==> src/rtl/truth_table_capture.sv <==
// rtl/truth_table_capture.sv - sweeps all input vectors of a combinational function and records its truth table
// Each vector is held SETTLE+1 cycles; f is sampled on the last of those edges.
module truth_table_capture #(
  parameter int N_IN   = 3,
  parameter int SETTLE = 1
) (
  input  logic                 clk_i,
  input  logic                 reset_i,
  input  logic                 start_i,
  input  logic [2**N_IN-1:0]   expect_i,
  input  logic                 f_i,
  output logic [N_IN-1:0]      vec_o,
  output logic                 busy_o,
  output logic                 done_o,
  output logic [2**N_IN-1:0]   table_o,
  output logic [N_IN:0]        ones_o,
  output logic                 pass_o
);

  localparam int              W        = 2**N_IN;
  localparam logic [7:0]      SETTLE_C = 8'(SETTLE);
  localparam logic [N_IN-1:0] VEC_LAST = '1;

  typedef enum logic [1:0] {S_IDLE, S_RUN, S_DONE} state_e;

  state_e          state_q, state_d;
  logic [N_IN-1:0] vec_q, vec_d;
  logic [7:0]      cnt_q, cnt_d;
  logic [W-1:0]    table_q, table_d, table_wr;
  logic [W-1:0]    exp_q, exp_d;
  logic [N_IN:0]   ones_q, ones_d;
  logic            busy_q, busy_d;
  logic            done_q, done_d;
  logic            pass_q, pass_d;

  always_comb begin
    state_d  = state_q;
    vec_d    = vec_q;
    cnt_d    = cnt_q;
    table_d  = table_q;
    exp_d    = exp_q;
    ones_d   = ones_q;
    busy_d   = busy_q;
    done_d   = 1'b0;
    pass_d   = pass_q;
    // The table as it will look once this edge's sample is written in.
    table_wr         = table_q;
    table_wr[vec_q]  = f_i;

    case (state_q)
      S_RUN: begin
        if (cnt_q != 8'd0) begin
          cnt_d = cnt_q - 8'd1;
        end else begin
          table_d = table_wr;
          ones_d  = ones_q + (N_IN+1)'(f_i);
          if (vec_q != VEC_LAST) begin
            vec_d = vec_q + 1'b1;
            cnt_d = SETTLE_C;
          end else begin
            busy_d  = 1'b0;
            done_d  = 1'b1;
            pass_d  = (table_wr == exp_q);
            state_d = S_DONE;
          end
        end
      end
      S_DONE:  state_d = S_IDLE;
      S_IDLE:  state_d = S_IDLE;
      default: state_d = S_IDLE;
    endcase

    if (start_i && (state_q != S_RUN)) begin
      vec_d   = '0;
      cnt_d   = SETTLE_C;
      table_d = '0;
      ones_d  = '0;
      pass_d  = 1'b0;
      exp_d   = expect_i;
      busy_d  = 1'b1;
      state_d = S_RUN;
    end
  end

  always_ff @(posedge clk_i or posedge reset_i) begin
    if (reset_i) begin
      state_q <= S_IDLE;
      vec_q   <= '0;
      cnt_q   <= '0;
      table_q <= '0;
      exp_q   <= '0;
      ones_q  <= '0;
      busy_q  <= 1'b0;
      done_q  <= 1'b0;
      pass_q  <= 1'b0;
    end else begin
      state_q <= state_d;
      vec_q   <= vec_d;
      cnt_q   <= cnt_d;
      table_q <= table_d;
      exp_q   <= exp_d;
      ones_q  <= ones_d;
      busy_q  <= busy_d;
      done_q  <= done_d;
      pass_q  <= pass_d;
    end
  end

  assign vec_o   = vec_q;
  assign busy_o  = busy_q;
  assign done_o  = done_q;
  assign table_o = table_q;
  assign ones_o  = ones_q;
  assign pass_o  = pass_q;

endmodule

==> config.mk <==
export PLATFORM = sky130hd
export DESIGN_NAME = truth_table_capture
export DESIGN_NICKNAME = d
export VERILOG_FILES = /design/src/rtl/truth_table_capture.sv
export SDC_FILE = /design/constraint.sdc
export NUM_CORES = 1
export LEC_CHECK = 0
export CORE_ASPECT_RATIO = 1.75
export CORE_MARGIN = 3
export CORE_UTILIZATION = 55
export CTS_CLUSTER_SIZE = 14
export DETAILED_ROUTE_END_ITERATION = 10
export PLACE_DENSITY = 0.77
export SETUP_SLACK_MARGIN = 0.4
export SLEW_MARGIN = 20
export SYNTH_ARGS = -nofsm -noshare
export SYNTH_HDL_FRONTEND = slang
export SYNTH_SLANG_ARGS = --single-unit
==> constraint.sdc <==
create_clock -name clk_i -period 5.1 [get_ports clk_i]
set_input_delay 1.53 -clock clk_i [delete_from_list [all_inputs] [get_ports clk_i]]
set_output_delay 1.53 -clock clk_i [all_outputs]
set_load 0.1 [all_outputs]
==> summary by stage <==
Status
The flow ran to the end, and the final reports show no timing, DRC or antenna violations.

Setup path
The highest cell delay on the worst timing path is 1.25 ns. The worst register-to-register path begins at cnt_q[1]$_DFFE_PP0P_. The family with the most delay on the worst path is buffers and inverters. The critical path endpoint category is an output port. The launching element of the worst setup path is vec_o[0]$_DFFE_PP0P_. In this run the worst path has a maximum fanout of 18. Together, buffers and inverters on the worst path number 1. The worst setup path is of the register to output port kind. Traced cell by cell, the critical path runs through clkdlybuf4s50_1. The critical path data required time is between 3 and 4 ns. On the critical path, the stage with the largest delay is an instance of sky130_fd_sc_hd__clkdlybuf4s50_1. Data arrives at the worst endpoint at roughly 2.3 ns.

The startpoint type of the worst setup path is a register.

Power
Power spread over the standard cell area amounts to 597 mW/mm². The leakage component of the power is 1.10 nW. Across the VDD grid, the largest voltage drop is around 0.45 mV.

Final layout
The fraction of the core area covered by cells at the end of the flow is 0.700. The antenna diode count is 0. The finished layout holds between 200 and 300 standard cells, fillers aside.

Leaving out fill and tap cells, the most frequent cells in the layout are sky130_fd_sc_hd__nand2_1, sky130_fd_sc_hd__dfrtp_1, sky130_fd_sc_hd__clkdlybuf4s50_1, sky130_fd_sc_hd__nor2_1, sky130_fd_sc_hd__o21ai_0. From synthesis to final layout, the design area changed by 20.0%. For this run, the post-layout net count is between 200 and 300. The fraction of layout instances using a drive strength above 1 is 0.0843.

The commonest non-fill, non-tap cell in the layout is sky130_fd_sc_hd__nand2_1.

Die
The effective utilization at floorplan is 0.583. The die boundary height is 86.2 µm. The total die area is about 0.0045 mm². The I/O pin count is 30. The core area is roughly 0.0035 mm². The width of the die is between 50 and 60 µm.

The cell row count is 28.

Clock tree
The post-CTS setup repair buffer count is 0. Clock-pin slew was measured on the worst setup and hold paths at 0.07 ns. CTS built an H-tree with a depth of 2. The maximum root-to-sink buffer count is 2. The CTS sink count is 36. TritonCTS built the clock tree. The CTS root buffer is sky130_fd_sc_hd__clkbuf_8. The number of hold buffers added after CTS was 0.

The later pin in the worst-skew pair is clocked with a latency of 0.29 ns. The TritonCTS buffer count is 5. The number of gates resized after cts is 0.

Detailed routing
Detailed routing inserted a total of between 1500 and 2000 vias. The average wire per standard cell is around 15 µm. After detailed routing, the number of remaining DRC violations is 0.

The detailed router finished its first iteration with a little over 40 violations. The average vias per placed instance is approximately 5.6. The routed wire length is 4.40 mm.

For this run, the detailed router's first-pass iteration total came to 4. In this run the remaining antenna-violating nets after routing total 0.

Logic synthesis
The Yosys step of the flow raised 0 warnings. The number of library cell types mapped by synthesis is between 40 and 50. The post-synthesis adder-cell area fraction is 0.0309. The commonest register cell after synthesis is sky130_fd_sc_hd__dfrtp_1.

The fraction of synthesis flops using an asynchronous set or reset pin is 1.00. Yosys mapped a number of flops with a built-in enable equal to 0. The cell type with the highest aggregate area in the netlist is sky130_fd_sc_hd__dfrtp_1. The area fraction in compound gates after synthesis is 0.117. The proportion of synthesized area in mux cells is 0.0353. The dominant combinational cell family by area after synthesis is simple AND/OR/NAND/NOR gates. Of the post-synthesis cell area, the dominant cell type holds 0.446. By area the synthesized netlist is led by sky130_fd_sc_hd__dfrtp_1, sky130_fd_sc_hd__nand2_1, sky130_fd_sc_hd__xnor2_1, sky130_fd_sc_hd__o21ai_0, sky130_fd_sc_hd__nor2_1. After synthesis the cells add up to between 0.002 and 0.0025 mm². The flop and latch count out of synthesis is 36.

For this run, the register share of the synthesized area comes to 0.446. Of the total synthesized cell area, the portion taken by AND, OR, NAND and NOR gates is 0.264. The post-synthesis net count is around 240.

Of the total synthesized cell area, the portion taken by XOR and XNOR cells is 0.0650. After technology mapping, the gate count stands at 220. The average instance area after synthesis is 9.19 µm².

Global routing
The maximum number of pins on one net before global-route repair is 37. The number of global-route vias before repair came to between 1500 and 2000. The initial antenna violation count came to 0. The total track usage is 0.226. The residual overflow from global routing is 0. The wire length of the first global-routing pass is between 7 and 8 mm.

Timing
The maximum clock rate is about 0.26 GHz. Clock skew on the completed layout was measured at 0.0107 ns. The final period demand of the worst path is about 3.8 ns. The worst pin sits at a relative slew slack of 0.340.

The final count of hold timing violations is 0. Setup repair after global routing left no endpoint under its margin. The setup-violating endpoint count in the final report is 0. In the finished design, the share of the clock period the worst path needs comes to 0.743.

The number of max-slew violations in the final report came to 0. The setup TNS after final layout is 0 ns. The slew at the pin closest to its max-slew limit is 0.986 ns.

Run
Across the run, the number of max-cap violations was 0.

Placement
The weighted congestion reported at the end of routability-driven placement is 0.904. In this run, placement finished with an instance count of approximately 290. During placement, the flow inserted port buffers numbering 29. The wire-length estimate of the detail-placed layout is approximately 3.1 mm.

Hold path
The startpoint identified for the worst hold timing path is table_o[6]$_DFFE_PP0P_. The path class of the lowest-slack min-delay path is register to register.
[where the power goes]
| part | switching (mW) | internal (mW) |
|---|---|---|
| registers | 0.139 | 0.370 |
| logic | 0.457 | 0.237 |
| clock network | 0.100 | 0.145 |
[area by class of cell]
class | count | area [µm²]
Sequential cell | 36 | 901
Tap cell | 45 | 56.3
Fill cell | 269 | 1040
Timing Repair Buffer | 30 | 298
Inverter | 8 | 30.0
Clock buffer | 6 | 72.6
Multi-Input combinational cell | 167 | 1030
Clock inverter | 2 | 35.0
[cell usage after synthesis (all sizes together) (5+ instances only)]
| library cell | n |
|---|---|
| and2 | 5 |
| buf | 7 |
| dfrtp | 36 |
| ha | 5 |
| inv | 8 |
| mux2i | 6 |
| nand2 | 40 |
| nand3 | 7 |
| nor2 | 19 |
| nor3 | 7 |
| o21ai | 25 |
| xnor2 | 10 |
| xor2 | 5 |
[tightest hold or removal path: stages, from the launching register on]
cell,delay (ns)
sky130_fd_sc_hd__dfrtp_1,0.37
sky130_fd_sc_hd__o21ai_1,0.07
sky130_fd_sc_hd__o21ai_0,0.06
[per-stage QoR]
stage                     hold slack (ns)  setup WS, ns  instance area [µm²]  total power [mW]
after floorplan                     0.479          2.53                 2020              1.06
after global placement              0.510          1.63                 2320              1.19
after detailed placement            0.526          1.63                 2320              1.20
after CTS                           0.542          1.31                 2430              1.46
after global routing                0.585          1.23                 2430              1.54
final                               0.536          1.31                 2430              1.45
[worst paths after layout]
check / to / slack, ns / cells after the start
min in group asynchronous: busy_o$_DFFE_PP0P_ / 1.64 / 3
setup reg to reg: table_o[3]$_DFFE_PP0P_ / 2.90 / 7
hold / removal: table_o[6]$_DFFE_PP0P_ / 0.54 / 2
hold reg to reg: table_o[6]$_DFFE_PP0P_ / 0.54 / 2
max in group asynchronous: ones_o[3]$_DFFE_PP0P_ / 3.14 / 3
setup / recovery: vec_o[0] / 1.31 / 1
[registers in the layout (all words and copies together), names as in the netlist]
register and flops:
busy_o 1, table_o 8, ones_o 4, done_o 1
pass_o 1, exp_q 8, vec_o 3, cnt_q 8
state_q 2
[cell families after synthesis]
family / after synthesis
fa+ha+maj: 5
simple gates: 103
compound gates: 37
xor+xnor: 15
buf+inv: 17
flops: 36
mux: 7
[routing by layer]
layer	GRT usage	vias up	wire length, µm
li1	-	803	-
met1	0.272	804	1820
met2	0.386	38	2360
met3	0.0430	5	143
met4	0.0931	0	71
met5	0	-	0
Note: power is estimated with default switching activity, not from simulation.
